--- config.mk ---
export PLATFORM = sky130hd
export DESIGN_NAME = pid_output_processor
export DESIGN_NICKNAME = d
export VERILOG_FILES = /design/src/rtl/pid_output_processor.sv
export SDC_FILE = /design/constraint.sdc
export NUM_CORES = 1
export LEC_CHECK = 0
export BUFFER_PORTS_ARGS = -buffer_cell sky130_fd_sc_hd__clkbuf_2
export CAP_MARGIN = 5
export CORE_ASPECT_RATIO = 0.9
export CORE_MARGIN = 2
export CORE_UTILIZATION = 55
export DETAILED_ROUTE_END_ITERATION = 8
export GPL_TIMING_DRIVEN = 0
export PLACE_DENSITY = 0.73
export SLEW_MARGIN = 20
export SYNTH_ARGS = -nofsm -noshare
export SYNTH_HDL_FRONTEND = slang
export SYNTH_SLANG_ARGS = --single-unit
--- constraint.sdc ---
create_clock -name clk -period 3 [get_ports clk]
set_input_delay 0.6 -clock clk [delete_from_list [all_inputs] [get_ports clk]]
set_output_delay 0.6 -clock clk [all_outputs]
set_load 0.005 [all_outputs]
--- src/rtl/pid_output_processor.sv ---
`default_nettype none
// ============================================================================
// Module   : pid_output_processor
// Purpose  : Turns signed PID results into per-channel H-bridge PWM drive.
//            Each result lands in a shadow register; active duty/direction
//            load from the shadow only at the PWM period boundary. Direction
//            reversals insert one full dead period. A per-channel watchdog
//            forces a channel off when results stop arriving.
// Ports    : clk          - single clock
//            rstn         - synchronous active-low reset
//            res_valid_o  - PID result strobe (one cycle per result)
//            res_chn_o    - channel index of the result
//            res_data_o   - signed result: sign = direction, |value| = duty
//            mot_a        - forward leg per channel (registered)
//            mot_b        - reverse leg per channel (registered)
//            wdt_flag     - watchdog-expired status per channel (registered)
// Revision : 1.0 - initial release
// ============================================================================
module pid_output_processor #(
    parameter int DATA_WIDTH  = 16,
    parameter int NUM_CHN     = 4,
    parameter int CHN_WIDTH   = 3,
    parameter int DUTY_MAX    = 1023,
    parameter int PWM_PERIOD  = 1024,
    parameter int WDT_PERIODS = 50
) (
    input  logic                  clk,
    input  logic                  rstn,
    input  logic                  res_valid_o,
    input  logic [CHN_WIDTH-1:0]  res_chn_o,
    input  logic [DATA_WIDTH-1:0] res_data_o,
    output logic [NUM_CHN-1:0]    mot_a,
    output logic [NUM_CHN-1:0]    mot_b,
    output logic [NUM_CHN-1:0]    wdt_flag
);

    // Duty never exceeds PWM_PERIOD-1, so the counter width also holds duty.
    localparam int CNT_W = $clog2(PWM_PERIOD);
    localparam int WDT_W = $clog2(WDT_PERIODS + 1);

    localparam logic [CNT_W-1:0]     C_CNT_LAST = CNT_W'(PWM_PERIOD - 1);
    localparam logic [CNT_W-1:0]     C_DUTY_MAX = CNT_W'(DUTY_MAX);
    localparam logic [DATA_WIDTH-1:0] C_DUTY_MAX_W = DATA_WIDTH'(DUTY_MAX);
    localparam logic [CHN_WIDTH:0]   C_NUM_CHN  = (CHN_WIDTH + 1)'(NUM_CHN);
    localparam logic [WDT_W-1:0]     C_WDT_LAST = WDT_W'(WDT_PERIODS - 1);
    localparam logic [WDT_W-1:0]     C_WDT_MAX  = WDT_W'(WDT_PERIODS);

    typedef enum logic [1:0] {
        ST_IDLE = 2'd0,
        ST_FWD  = 2'd1,
        ST_REV  = 2'd2,
        ST_DEAD = 2'd3
    } state_t;

    logic [CNT_W-1:0]      cnt_q, cnt_d;
    logic [NUM_CHN-1:0]    mot_a_q, mot_a_d;
    logic [NUM_CHN-1:0]    mot_b_q, mot_b_d;
    logic [NUM_CHN-1:0]    wdt_flag_q, wdt_flag_d;

    logic                  w_boundary;
    logic                  w_res_ok;
    logic                  w_res_sgn;
    logic [DATA_WIDTH-1:0] w_res_abs;
    logic [CNT_W-1:0]      w_res_mag;

    assign w_boundary = (cnt_q == C_CNT_LAST);
    assign w_res_ok   = res_valid_o && ({1'b0, res_chn_o} < C_NUM_CHN);
    assign w_res_sgn  = res_data_o[DATA_WIDTH-1];

    // Absolute value taken as unsigned so the most negative input becomes
    // 2^(DATA_WIDTH-1) and saturates like any other large magnitude.
    always_comb begin
        w_res_abs = w_res_sgn ? (~res_data_o + 1'b1) : res_data_o;
        w_res_mag = (w_res_abs > C_DUTY_MAX_W) ? C_DUTY_MAX : w_res_abs[CNT_W-1:0];
    end

    always_comb begin
        cnt_d = w_boundary ? '0 : cnt_q + 1'b1;
    end

    generate
        for (genvar i = 0; i < NUM_CHN; i++) begin : g_chn
            logic             wr;
            logic [CNT_W-1:0] shd_mag_q, shd_mag_d;
            logic             shd_sgn_q, shd_sgn_d;
            logic [CNT_W-1:0] duty_q, duty_d;
            logic [WDT_W-1:0] wdt_q, wdt_d;
            logic             flag_d;
            state_t           state_q, state_d;
            state_t           tgt;

            assign wr = w_res_ok && (res_chn_o == CHN_WIDTH'(i));

            always_comb begin
                shd_mag_d = shd_mag_q;
                shd_sgn_d = shd_sgn_q;
                duty_d    = duty_q;
                wdt_d     = wdt_q;
                flag_d    = wdt_flag_q[i];
                state_d   = state_q;

                if (shd_mag_q == '0) begin
                    tgt = ST_IDLE;
                end else if (shd_sgn_q) begin
                    tgt = ST_REV;
                end else begin
                    tgt = ST_FWD;
                end

                if (w_boundary) begin
                    duty_d = shd_mag_q;
                    case (state_q)
                        ST_FWD:  state_d = (tgt == ST_REV) ? ST_DEAD : tgt;
                        ST_REV:  state_d = (tgt == ST_FWD) ? ST_DEAD : tgt;
                        default: state_d = tgt;
                    endcase
                    // Watchdog saturates at its limit; the expiry action
                    // fires once, on the boundary that reaches the limit.
                    if (wdt_q != C_WDT_MAX) begin
                        wdt_d = wdt_q + 1'b1;
                    end
                    if (wdt_q == C_WDT_LAST) begin
                        shd_mag_d = '0;
                        flag_d    = 1'b1;
                    end
                end

                // An accepted result overrides a same-edge watchdog expiry.
                if (wr) begin
                    shd_mag_d = w_res_mag;
                    shd_sgn_d = w_res_sgn;
                    wdt_d     = '0;
                    flag_d    = 1'b0;
                end
            end

            assign wdt_flag_d[i] = flag_d;
            assign mot_a_d[i]    = (state_q == ST_FWD) && (cnt_q < duty_q);
            assign mot_b_d[i]    = (state_q == ST_REV) && (cnt_q < duty_q);

            always_ff @(posedge clk) begin
                if (!rstn) begin
                    shd_mag_q <= '0;
                    shd_sgn_q <= 1'b0;
                    duty_q    <= '0;
                    wdt_q     <= '0;
                    state_q   <= ST_IDLE;
                end else begin
                    shd_mag_q <= shd_mag_d;
                    shd_sgn_q <= shd_sgn_d;
                    duty_q    <= duty_d;
                    wdt_q     <= wdt_d;
                    state_q   <= state_d;
                end
            end
        end
    endgenerate

    always_ff @(posedge clk) begin
        if (!rstn) begin
            cnt_q      <= '0;
            mot_a_q    <= '0;
            mot_b_q    <= '0;
            wdt_flag_q <= '0;
        end else begin
            cnt_q      <= cnt_d;
            mot_a_q    <= mot_a_d;
            mot_b_q    <= mot_b_d;
            wdt_flag_q <= wdt_flag_d;
        end
    end

    assign mot_a    = mot_a_q;
    assign mot_b    = mot_b_q;
    assign wdt_flag = wdt_flag_q;

endmodule
`default_nettype wire

# Word level (Yosys, flattened, before mapping)
# Index checks and enable logic that the tools add are counted.
# totals
regBits	138
latchBits	0
ram_bits	0
mem_bits_ro	0
wordCells	146
mem_count	0
# op_classes
addsub	6
n_mul	0
div_mod_pow	0
n_lt_le_gt_ge	6
eq_ne	28
shifts	0
mux	34
bitwise_logic	2
reduce_logical	43
# op_table
op	count
10-bit 2-to-1 mux	13
10-bit logical NOT	4
10-bit < comparator	4
2-bit 2-to-1 mux	16
6-bit by 1-bit adder with 6-bit output, second input constant	4
6-bit == test, second input constant	4
6-bit != test, second input constant	4
2-bit AND reduction	12
16-bit by 1-bit adder with 16-bit output, second input constant	1
2-bit by 1-bit == test with 1-bit output, second input constant	8
2-bit == test, second input constant	8
16-bit by 10-bit greater-than comparator with 1-bit output, second input constant	1
16-bit 2-to-1 mux	1
16-bit inverter	1
2-bit one-hot mux with 2 select lines	4
2-bit nonzero test	8
1-bit logical AND	13
10-bit by 1-bit adder with 10-bit output, second input constant	1
10-bit == test, second input constant	1
2-bit OR reduction	5
3-bit by 2-bit == test with 1-bit output, second input constant	2
3-bit by 1-bit == test with 1-bit output, second input constant	1
3-bit logical NOT	1
3-bit < comparator, second input constant	1
1-bit inverter	1

# Logic depth before layout (Yosys ltp)
# Gate-level depths: netlist of the first run.
# logic_depth
depth_word	6
depth_mapped	8
mapped_depth_nobuf	8

# Worst setup path before layout of the first run
# No wires, ideal clock.
# synth_timing
path_kind	input to register
startpoint	input res_data_o[8]
endpoint	register g_chn[3].shd_mag_q[8]
arrival_ns	2.682
path_slack_ns	0.177
path_stages	7
path_buffers	1
path_cell_list	or4_4 or3_4 a2111oi_2 a31oi_1 a2111oi_4 buf_6 a41oi_1
# synth_between
elab_chain_len	6
# synth_rtl
element	line	text
start: declaration	31	input logic [DATA_WIDTH-1:0] res_data_o,
16-bit inverter	73	w_res_abs = w_res_sgn ? (~res_data_o + 1'b1) : res_data_o;
16-bit by 1-bit adder with 16-bit output	73	
16-bit 2-to-1 mux *	73	
16-bit by 10-bit greater-than comparator with 1-bit output	74	w_res_mag = (w_res_abs > C_DUTY_MAX_W) ? C_DUTY_MAX : w_res_abs[CNT_W-1:0];
10-bit 2-to-1 mux *	74	
10-bit 2-to-1 mux *	129	if (wr) begin
end signal: assignment	149	shd_mag_q <= shd_mag_d;
end: declaration	84	logic [CNT_W-1:0] shd_mag_q, shd_mag_d;
# Every way passes the cells marked *; elsewhere a longest branch is shown, timed or not.
# A chain may end at the register's enable or synchronous reset.

# Worst setup path in the final report of the first run
# layout_timing
startpoint	register cnt_q[1]
endpoint	register g_chn[1].state_q[1]
# layout_between
elab_chain_len	1
# layout_rtl
element	line	text
start: declaration	55	logic [CNT_W-1:0] cnt_q, cnt_d;
start signal: assignment	166	cnt_q <= cnt_d;
10-bit == test	66	assign w_boundary = (cnt_q == C_CNT_LAST);
end signal: assignment	153	state_q <= state_d;
end: declaration	89	state_t state_q, state_d;
# No other way between the ends.

==> flow_metrics.py, run 1 <==
metrics = {
    "clocking": {
        "cts_tree": "yes",
        "clk_pin_slew_ns": 0.06,
        "ctsResizeCount": 0,
        "htreeDepth": 4,
        "cts.sink_count": 138,
        "clk_latency_ns": 0.43,
        "cts_made_buffers": 17,
        "cts_root_buf": "clkbuf_16",
        "cts_hold_buf": 0,
        "cts_buffer_depth": 2,
        "cts_setup_buffers": 0,
    },
    "timing": {
        "timing.final.crit_share": 0.9150,
        "rsz0062_at_grt": "no",
        "finClkSkew_ns": 0.008731,
        "slew_violations": 0,
        "layout_setup_ws_ns": 0.2549,
        "slew_headroom": 0.5482,
        "holdWs_ns": 0.4441,
        "period_needed_ns": 2.745,
        "finalSetupViolCount": 0,
        "worstMarginPinSlew_ns": 0.6737,
        "clock.fmax_ghz": 0.3643,
        "finalHoldViolCount": 0,
    },
    "worst_setup_path": {
        "crit_start": "cnt_q[1]",
        "slowest_stage": "or3_1",
        "worstPathCellList": "ha_1, nand3_1, or3_1, clkbuf_1, clkbuf_1, a22oi_1, nor2_1",
        "crit_top_cell": "clkbuf_1",
        "critPathMaxStageDelay_ns": 0.59,
        "crit_arrival_ns": 3.03,
        "end_kind": "register",
        "setup.worst_path.start_class": "register",
        "r2r-start": "cnt_q[1]",
        "path_class": "reg2reg",
        "worstPathMaxFanout": 10,
        "crit_required_ns": 3.28,
    },
    "routing": {
        "via_count": 6388,
        "drt_iter0_drc": 553,
        "wire_per_inst_um": 17.38,
        "wl_um": 18600,
        "dr.pass1.iters": 5,
        "detail-route-antenna-nets": 0,
        "avgViaCountPerCell": 5.970,
        "drc": 0,
    },
    "global_route": {
        "grt_use_total": 0.2787,
        "grt_pass1_vias": 6131,
        "grt_pass1_wl_um": 29890,
        "grt_max_degree": 17,
        "grt_overflow_total": 0,
        "antenna_found_initial": 0,
    },
    "die": {
        "core_um2": 12640,
        "start_util": 0.5589,
        "die_w_um": 123.5,
        "io_pins": 34,
        "fp.dieH_um": 111.5,
        "fp-row-count": 39,
        "die-area_um2": 13770,
    },
    "placement": {
        "hpwl_um": 13900,
        "gp_congestion": 0.8588,
        "io_buffers": 33,
        "place_ws_ns": -0.1719,
        "dpl.cell_count": 1039,
        "place_area_um2": 7446,
    },
    "logic_synthesis": {
        "synth-async-reset-ratio": 0,
        "synth_enable_flop_cells": 0,
        "synthCells": 841,
        "avgSynthCellArea_um2": 8.398,
        "seq_area_frac_synth": 0.3911,
        "ys_seq_elements": 138,
        "yosysWarnings": 0,
        "synthesis.nets": 921,
        "yosysUniqueCellTypes": 53,
        "ys.flop_type": "dfxtp_1",
        "syn_area_um2": 7063,
    },
    "cells_and_area": {
        "nNetsFinal": 974,
        "final_area_um2": 8034,
        "stdcell_count": 1070,
        "fillers": 1083,
        "layout-drive-gt1-share": 0.08720,
        "final_util": 0.6357,
        "area_growth_pct": 13.75,
        "antenna-diode-count": 0,
    },
    "job": {
        "maxCapViolCount": 0,
    },
    "worst_hold_path": {
        "hold_path_class": "reg2reg",
        "hp-start": "wdt_flag[0]",
    },
    "run_status": {
        "status": "completed",
    },
    "pwr": {
        "power_density_nw_per_um2": 529.6,
        "vdd_ir_drop_max_mv": 0.3664,
        "leakage_uw": 0.002884,
    },
}
==> cell usage in the layout (no fill, tap or decap), types with 3 or more instances in the layout <==
master / count
clkbuf_1: 37
clkbuf_16: 17
a31oi_1: 10
nor2_1: 62
nand2_1: 122
mux2i_1: 4
o21ai_0: 11
nand4_1: 11
nor2b_1: 4
xnor2_1: 10
clkinv_2: 3
inv_1: 65
buf_6: 4
ha_1: 58
a21o_1: 18
nand2b_1: 7
clkbuf_2: 33
a41oi_1: 8
and3_1: 10
a211oi_1: 8
a22oi_1: 9
o22ai_1: 4
a21boi_0: 27
clkbuf_8: 3
nor4_1: 10
a21oi_1: 91
clkinv_4: 3
o211ai_1: 3
nand3_1: 11
a311oi_1: 33
xor2_1: 26
o31ai_1: 3
nor3_1: 8
dfxtp_1: 138
==> synthesized netlist by cell type (all sizes together), types with 18 or more instances <==
| library cell | instances | area share |
|---|---|---|
| a21boi | 27 | 0.029 |
| a21oi | 91 | 0.064 |
| a21o | 18 | 0.019 |
| nand2 | 122 | 0.065 |
| ha | 58 | 0.10 |
| a311oi | 33 | 0.041 |
| nor2 | 62 | 0.033 |
| inv | 65 | 0.035 |
| xor2 | 26 | 0.032 |
| dfxtp | 138 | 0.39 |
| clkbuf | 36 | 0.019 |
==> registers in the layout, summed over array words and instances (netlist names) <==
name / flops
g_chn.duty_q: 40
mot_a: 4
mot_b: 4
g_chn.wdt_q: 24
g_chn.shd_mag_q: 40
cnt_q: 10
g_chn.state_q: 8
g_chn.shd_sgn_q: 4
wdt_flag: 4
==> area by class of cell <==
cell class                      instances  area, um^2  share of cell area
Multi-Input combinational cell        595        3866              0.4812
Sequential cell                       138        2763              0.3439
Clock buffer                           21       470.5             0.05856
Inverter                               66       247.7             0.03084
Tap cell                              164       205.2             0.02554
Buffer                                 42       191.4             0.02383
Timing Repair Buffer                   34       172.7             0.02149
Clock inverter                         10       117.6             0.01464
==> worst max-delay path, delay by kind of cell, from the launching register on <==
kind | cells | cell delay [ns]
buffers and inverters | 2 | 0.71
adder cells (fa/ha/maj) | 1 | 0.25
AO/OA/AOI/OAI | 1 | 0.31
flip-flops | 1 | 0.50
AND/OR/NAND/NOR | 3 | 0.84
==> logic make-up (layout without fill, tap and decap cells) <==
kind of cell               count (synthesis)  in the layout  share of synthesized area
DFF                                      138            138                     0.3911
adders and majority gates                 58             58                     0.1027
AOI/OAI and AO/OA                        237            237                     0.2280
xor gates and xnor gates                  36             36                    0.04464
muxes                                      5              5                   0.007263
buffers and inverters                    108            173                    0.06218
and+or+nand+nor                          259            259                     0.1640
==> where the power goes <==
part           total [uW]  leakage (uW)  switching [uW]  internal [uW]
registers            1890       0.00111            33.0           1860
logic                 290       0.00148             183            107
clock network        2080      0.000289             790           1290
total                4250       0.00288            1010           3250
==> metrics by stage <==
| stage | setup TNS [ns] | power, uW |
|---|---|---|
| after floorplan | 0 | 2106 |
| after global placement | -26.49 | 2199 |
| after detailed placement | -5.737 | 2211 |
| after CTS | 0 | 4258 |
| after global routing | 0 | 4373 |
| final | 0 | 4255 |
==> layer usage <==
| metal | global-route usage | up-vias | share of wire |
|---|---|---|---|
| met4 | 0.1159 | 0 | 0.034 |
| li1 | - | 3086 | - |
| met3 | 0.06045 | 54 | 0.063 |
| met2 | 0.4377 | 246 | 0.45 |
| met5 | 0 | - | 0 |
| met1 | 0.3698 | 3002 | 0.45 |
==> path summary, 6_finish.rpt <==
kind | endpoint | slack (ns) | cells past startpoint
min reg2reg | wdt_flag[0] | 0.44 | 2
min | wdt_flag[0] | 0.44 | 2
max reg2reg | g_chn[1].state_q[1] | 0.25 | 7
max | g_chn[1].state_q[1] | 0.25 | 7
No activity file was read; power rests on OpenSTA's default activity.
==> run 2: changes to the inputs <==
Settings changed: BUFFER_PORTS_ARGS -buffer_cell sky130_fd_sc_hd__clkbuf_2 to not set, DONT_BUFFER_PORTS set to 1, PLACE_DENSITY 0.73 to 0.71.
==> flow_metrics.py, run 2 (synthesis gave the netlist of run 1 again) <==
metrics = {
    "routing": {
        "dr.pass1.iters": 5,
        "wire_per_inst_um": 17.70,
        "drt_iter0_drc": 498,
        "drc": 0,
        "detail-route-antenna-nets": 0,
        "via_count": 6205,
        "wl_um": 18370,
        "avgViaCountPerCell": 5.978,
    },
    "worst_setup_path": {
        "crit_required_ns": 3.30,
        "r2r_end": "cnt_q[3]",
        "end_kind": "register",
        "setup.worst_path.start_class": "register",
        "cp_top_family": "simple AND/OR/NAND/NOR gates",
        "critPathMaxStageDelay_ns": 0.57,
        "path_class": "reg2reg",
        "path_depth": 7,
        "path_buf_inv": 2,
        "crit_top_cell": "clkbuf_1",
        "slowest_stage": "or3_1",
        "r2r-start": "cnt_q[1]",
        "rr_worst_depth": 7,
        "worstPathMaxFanout": 10,
        "crit_start": "cnt_q[1]",
        "regToRegSetupSlack_ns": 0.33,
        "crit_arrival_ns": 2.97,
        "crit_end": "cnt_q[3]",
        "worstPathCellList": "ha_1, nand3_1, or3_1, clkbuf_1, clkbuf_1, nand2_1, nor2_1",
    },
    "cells_and_area": {
        "nNetsFinal": 941,
        "final_util": 0.6247,
        "area_growth_pct": 11.78,
        "antenna-diode-count": 0,
        "final_common_cell": "dfxtp_1",
        "final_area_um2": 7895,
        "layout-drive-gt1-share": 0.05263,
        "layout_common_cells": "dfxtp_1 (138), nand2_1 (122), a21oi_1 (91), inv_1 (65), nor2_1 (62)",
        "reg_top3": "g_chn.duty_q: 40 flops, g_chn.shd_mag_q: 40 flops, g_chn.wdt_q: 24 flops",
        "stdcell_count": 1038,
    },
    "placement": {
        "hpwl_um": 13610,
        "gp_congestion": 0.8570,
        "place_area_um2": 7281,
        "dpl.cell_count": 1006,
        "io_buffers": 0,
    },
    "pwr": {
        "total_power_uw": 4325,
        "leakage_uw": 0.002745,
        "vdd_ir_drop_max_mv": 0.4116,
        "power_density_nw_per_um2": 547.8,
    },
    "timing": {
        "period_needed_ns": 2.674,
        "finClkSkew_ns": 0.008844,
        "rsz0062_at_grt": "no",
        "slew_violations": 0,
        "setup_tns_ns": 0,
        "timing.final.crit_share": 0.8913,
        "slew_headroom": 0.5587,
        "finalSetupViolCount": 0,
        "finalHoldViolCount": 0,
        "worstMarginPinSlew_ns": 0.6452,
        "clock.fmax_ghz": 0.3740,
    },
    "clocking": {
        "cts_buffer_depth": 2,
        "cts.sink_count": 138,
        "cts_tree": "yes",
        "ctsResizeCount": 0,
        "cts_root_buf": "clkbuf_16",
        "cts_setup_buffers": 0,
        "cts_hold_buf": 0,
        "htreeDepth": 4,
        "clk_pin_slew_ns": 0.06,
        "clk_latency_ns": 0.42,
        "cts_made_buffers": 17,
    },
    "die": {
        "die-area_um2": 13770,
        "core_um2": 12640,
        "fp.dieH_um": 111.5,
        "io_pins": 34,
        "start_util": 0.5589,
        "fp-row-count": 39,
        "die_w_um": 123.5,
    },
    "global_route": {
        "antenna_found_initial": 0,
        "grt_overflow_total": 0,
        "grt_max_degree": 17,
        "grt_use_total": 0.2800,
        "grt_pass1_wl_um": 29940,
        "grt_pass1_vias": 5972,
    },
    "worst_hold_path": {
        "hold_path_class": "in2reg",
    },
    "job": {
        "maxCapViolCount": 0,
    },
    "run_status": {
        "status": "completed",
    },
}
==> run 2: changes by cell type in the layout (fill, tap and decap cells not counted) <==
cell / previous run / this run
clkbuf_2: 33 / 0
clkinv_2: 3 / 2
bufinv_16: 2 / 3
clkbuf_1: 37 / 38
clkinv_4: 3 / 1
clkinvlp_4: 1 / 3
==> run 2: how the worst min path moves through the flow <==
stage / start / to / slack, ns / cells past startpoint
floorplan: g_chn[0].duty_q[1] / g_chn[0].duty_q[1] / 0.44 / 2
global placement: g_chn[1].duty_q[2] / g_chn[1].duty_q[2] / 0.45 / 2
detailed placement: g_chn[2].duty_q[1] / g_chn[2].duty_q[1] / 0.45 / 2
CTS: rstn / cnt_q[1] / 0.32 / 1
global route: rstn / cnt_q[1] / 0.32 / 1
finish: rstn / cnt_q[1] / 0.33 / 1
==> run 2: final cells by class <==
cell class	instances	area, um^2
Buffer	42	191.4
Clock inverter	10	140.1
Timing Repair Buffer	1	7.507
Clock buffer	22	474.2
Fill cell	1114	4743
Inverter	66	247.7
Tap cell	164	205.2
Multi-Input combinational cell	595	3866
Sequential cell	138	2763
==> run 2: per-layer routing <==
| layer | global-route usage | wire length (um) | share of wire |
|---|---|---|---|
| met1 | 0.3758 | 8349 | 0.45 |
| met5 | 0 | 0 | 0 |
| met3 | 0.07428 | 1187 | 0.065 |
| met2 | 0.4374 | 8434 | 0.46 |
| met4 | 0.09091 | 398 | 0.022 |
==> run 2: power by group <==
| group | internal [uW] | switching (uW) | total (uW) |
|---|---|---|---|
| clock network | 1370 | 798 | 2170 |
| registers | 1860 | 33.4 | 1890 |
| logic | 98.0 | 165 | 263 |
| total | 3330 | 996 | 4330 |
==> run 2: per-stage QoR <==
stage / worst slack (ns) / hold WS [ns]
detailed placement: -0.008234 / 0.4480
finish: 0.3260 / 0.3305
floorplan: 0.1765 / 0.4363
global placement: -0.4107 / 0.4474
CTS: 0.3158 / 0.3201
global route: 0.1460 / 0.3239
==> run 3: changes to the inputs <==
Settings changed: ABC_AREA set to 1, SLEW_MARGIN 20 to not set.
==> flow_metrics.py, run 3 <==
metrics = {
    "timing": {
        "holdWs_ns": 0.4324,
        "slew_headroom": 0.5303,
        "slew_violations": 0,
        "finalHoldViolCount": 0,
        "finalSetupViolCount": 0,
        "setup_tns_ns": 0,
        "clock.fmax_ghz": 0.4010,
        "rsz0062_at_grt": "no",
        "finClkSkew_ns": 0.007125,
        "worstMarginPinSlew_ns": 0.7046,
        "period_needed_ns": 2.494,
        "timing.final.crit_share": 0.8312,
    },
    "clocking": {
        "cts_hold_buf": 0,
        "cts.sink_count": 138,
        "cts_made_buffers": 17,
        "clk_pin_slew_ns": 0.06,
        "cts_tree": "yes",
        "cts_buffer_depth": 2,
        "cts_setup_buffers": 0,
        "clk_latency_ns": 0.42,
        "cts_root_buf": "clkbuf_16",
        "htreeDepth": 4,
        "ctsResizeCount": 0,
    },
    "global_route": {
        "grt_max_degree": 17,
        "grt_use_total": 0.2507,
        "grt_overflow_total": 0,
        "grt_pass1_wl_um": 26440,
        "grt_pass1_vias": 5252,
        "antenna_found_initial": 0,
    },
    "worst_setup_path": {
        "worstPathMaxFanout": 10,
        "worstPathCellList": "ha_1, nand2_1, nor2_2, inv_2, nor2_4, nand4_4, nor2_4, inv_1, nand2_1, buf_2, o21ai_0",
        "critPathMaxStageDelay_ns": 0.54,
        "end_kind": "register",
        "crit_required_ns": 3.29,
        "setup.worst_path.start_class": "register",
        "slowest_stage": "dfxtp_1",
        "path_class": "reg2reg",
        "crit_arrival_ns": 2.79,
        "cp_top_family": "simple AND/OR/NAND/NOR gates",
        "path_buf_inv": 3,
    },
    "logic_synthesis": {
        "avgSynthCellArea_um2": 7.568,
        "seq_area_frac_synth": 0.3963,
        "syn_area_um2": 6970,
        "synthTopCellsByCount": "nand2_1 (190), dfxtp_1 (138), a21oi_1 (131)",
        "synth-async-reset-ratio": 0,
        "yosysMostFrequentCell": "nand2_1",
        "ys.flop_type": "dfxtp_1",
        "synthesis.nets": 1001,
        "yosysWarnings": 0,
        "synthCells": 921,
        "synth.area.top_cells": "dfxtp_1 (40%), ha_1 (10%), nand2_1 (10%)",
        "synth_top_cell_by_area": "dfxtp_1",
        "netlist.area_leader.share": 0.3963,
        "synth_enable_flop_cells": 0,
        "yosysUniqueCellTypes": 34,
        "ys_seq_elements": 138,
    },
    "placement": {
        "hpwl_um": 11710,
        "io_buffers": 0,
        "place_area_um2": 7176,
        "gp_congestion": 0.8357,
    },
    "cells_and_area": {
        "final_util": 0.6239,
        "fillers": 1110,
        "nNetsFinal": 1020,
        "layout_common_cells": "nand2_1 (190), dfxtp_1 (138), a21oi_1 (131), inv_1 (105), o21ai_0 (68)",
        "antenna-diode-count": 0,
        "final_area_um2": 7824,
        "final_common_cell": "nand2_1",
        "area_growth_pct": 12.24,
        "layout-drive-gt1-share": 0.07345,
        "reg_top3": "g_chn.duty_q: 40 flops, g_chn.shd_mag_q: 40 flops, g_chn.wdt_q: 24 flops",
    },
    "routing": {
        "avgViaCountPerCell": 5.232,
        "wire_per_inst_um": 14.18,
        "wl_um": 15830,
        "via_count": 5844,
        "dr.pass1.iters": 5,
        "drc": 0,
        "drt_iter0_drc": 405,
        "detail-route-antenna-nets": 0,
    },
    "worst_hold_path": {
        "hold_path_class": "in2reg",
    },
    "run_status": {
        "status": "completed",
    },
    "die": {
        "core_um2": 12540,
        "fp.dieH_um": 110.8,
        "die_w_um": 122.7,
        "die-area_um2": 13590,
        "io_pins": 34,
        "fp-row-count": 39,
        "start_util": 0.5558,
    },
    "pwr": {
        "swShare": 0.2216,
        "combinationalPowerShare": 0.050,
        "power_density_nw_per_um2": 560.1,
        "seqPwrFrac": 0.430,
        "internal_power_uw": 3411,
        "power.switching_uw": 971.0,
        "power.share.clock": 0.520,
        "leakage_uw": 0.003007,
        "vdd_ir_drop_max_mv": 0.5144,
    },
    "job": {
        "maxCapViolCount": 0,
    },
}
## run 3: cell type report
class                   count  area, um^2  area share
plain buffers              28       171.4     0.02191
inverters                 109       409.1     0.05229
clock inverters            15       222.7     0.02847
flip-flops and latches    138        2763      0.3531
multi-input cells         646        3627      0.4636
clock buffers              17       425.4     0.05437
well taps                 164       205.2     0.02623
## run 3: worst register-to-register path, stage by stage (launching register included)
cell     delay (ns)
dfxtp_1        0.54
ha_1           0.23
nand2_1        0.08
nor2_2         0.12
inv_2          0.06
nor2_4         0.12
nand4_4        0.13
nor2_4         0.23
inv_1          0.06
nand2_1        0.31
buf_2          0.35
o21ai_0        0.13
## run 3: path summary, 6_finish.rpt
path                 startpoint               endpoint  slack, ns  cells past startpoint
max                    cnt_q[0]    g_chn[3].state_q[0]       0.51                     11
min                res_chn_o[1]  g_chn[0].shd_mag_q[9]       0.43                      3
max reg2reg            cnt_q[0]    g_chn[3].state_q[0]       0.51                     11
min reg2reg  g_chn[1].duty_q[8]     g_chn[1].duty_q[8]       0.46                      2
## run 3: logic make-up after synthesis
group | count (synthesis) | synth area share
compound gates | 227 | 0.1714
buf+inv | 137 | 0.08329
simple gates | 339 | 0.2172
flops | 138 | 0.3963
fa+ha+maj | 58 | 0.1041
xor+xnor | 22 | 0.02764
## run 3: per-layer routing
metal	routed length [um]	track usage	vias up
met4	520	0.1157	0
met3	487	0.05658	34
met5	0	0	-
li1	-	-	3112
met1	7845	0.3498	2604
met2	6980	0.3657	94
## run 3: per-stage QoR
step	total power (uW)	setup WS, ns	std cells
floorplan	2081	1.099	921
global placement	2139	0.5561	1085
detailed placement	2142	0.5474	1085
CTS	4416	0.5433	1117
global route	4535	0.4152	1117
finish	4382	0.5065	1117
## run 3: power by group through the flow
stage | clock, uW | sequential (uW) | combinational, uW
floorplan | 0 | 1910 | 169
global placement | 0 | 1920 | 216
detailed placement | 0 | 1920 | 218
CTS | 2310 | 1880 | 220
global route | 2400 | 1890 | 253
finish | 2280 | 1880 | 221
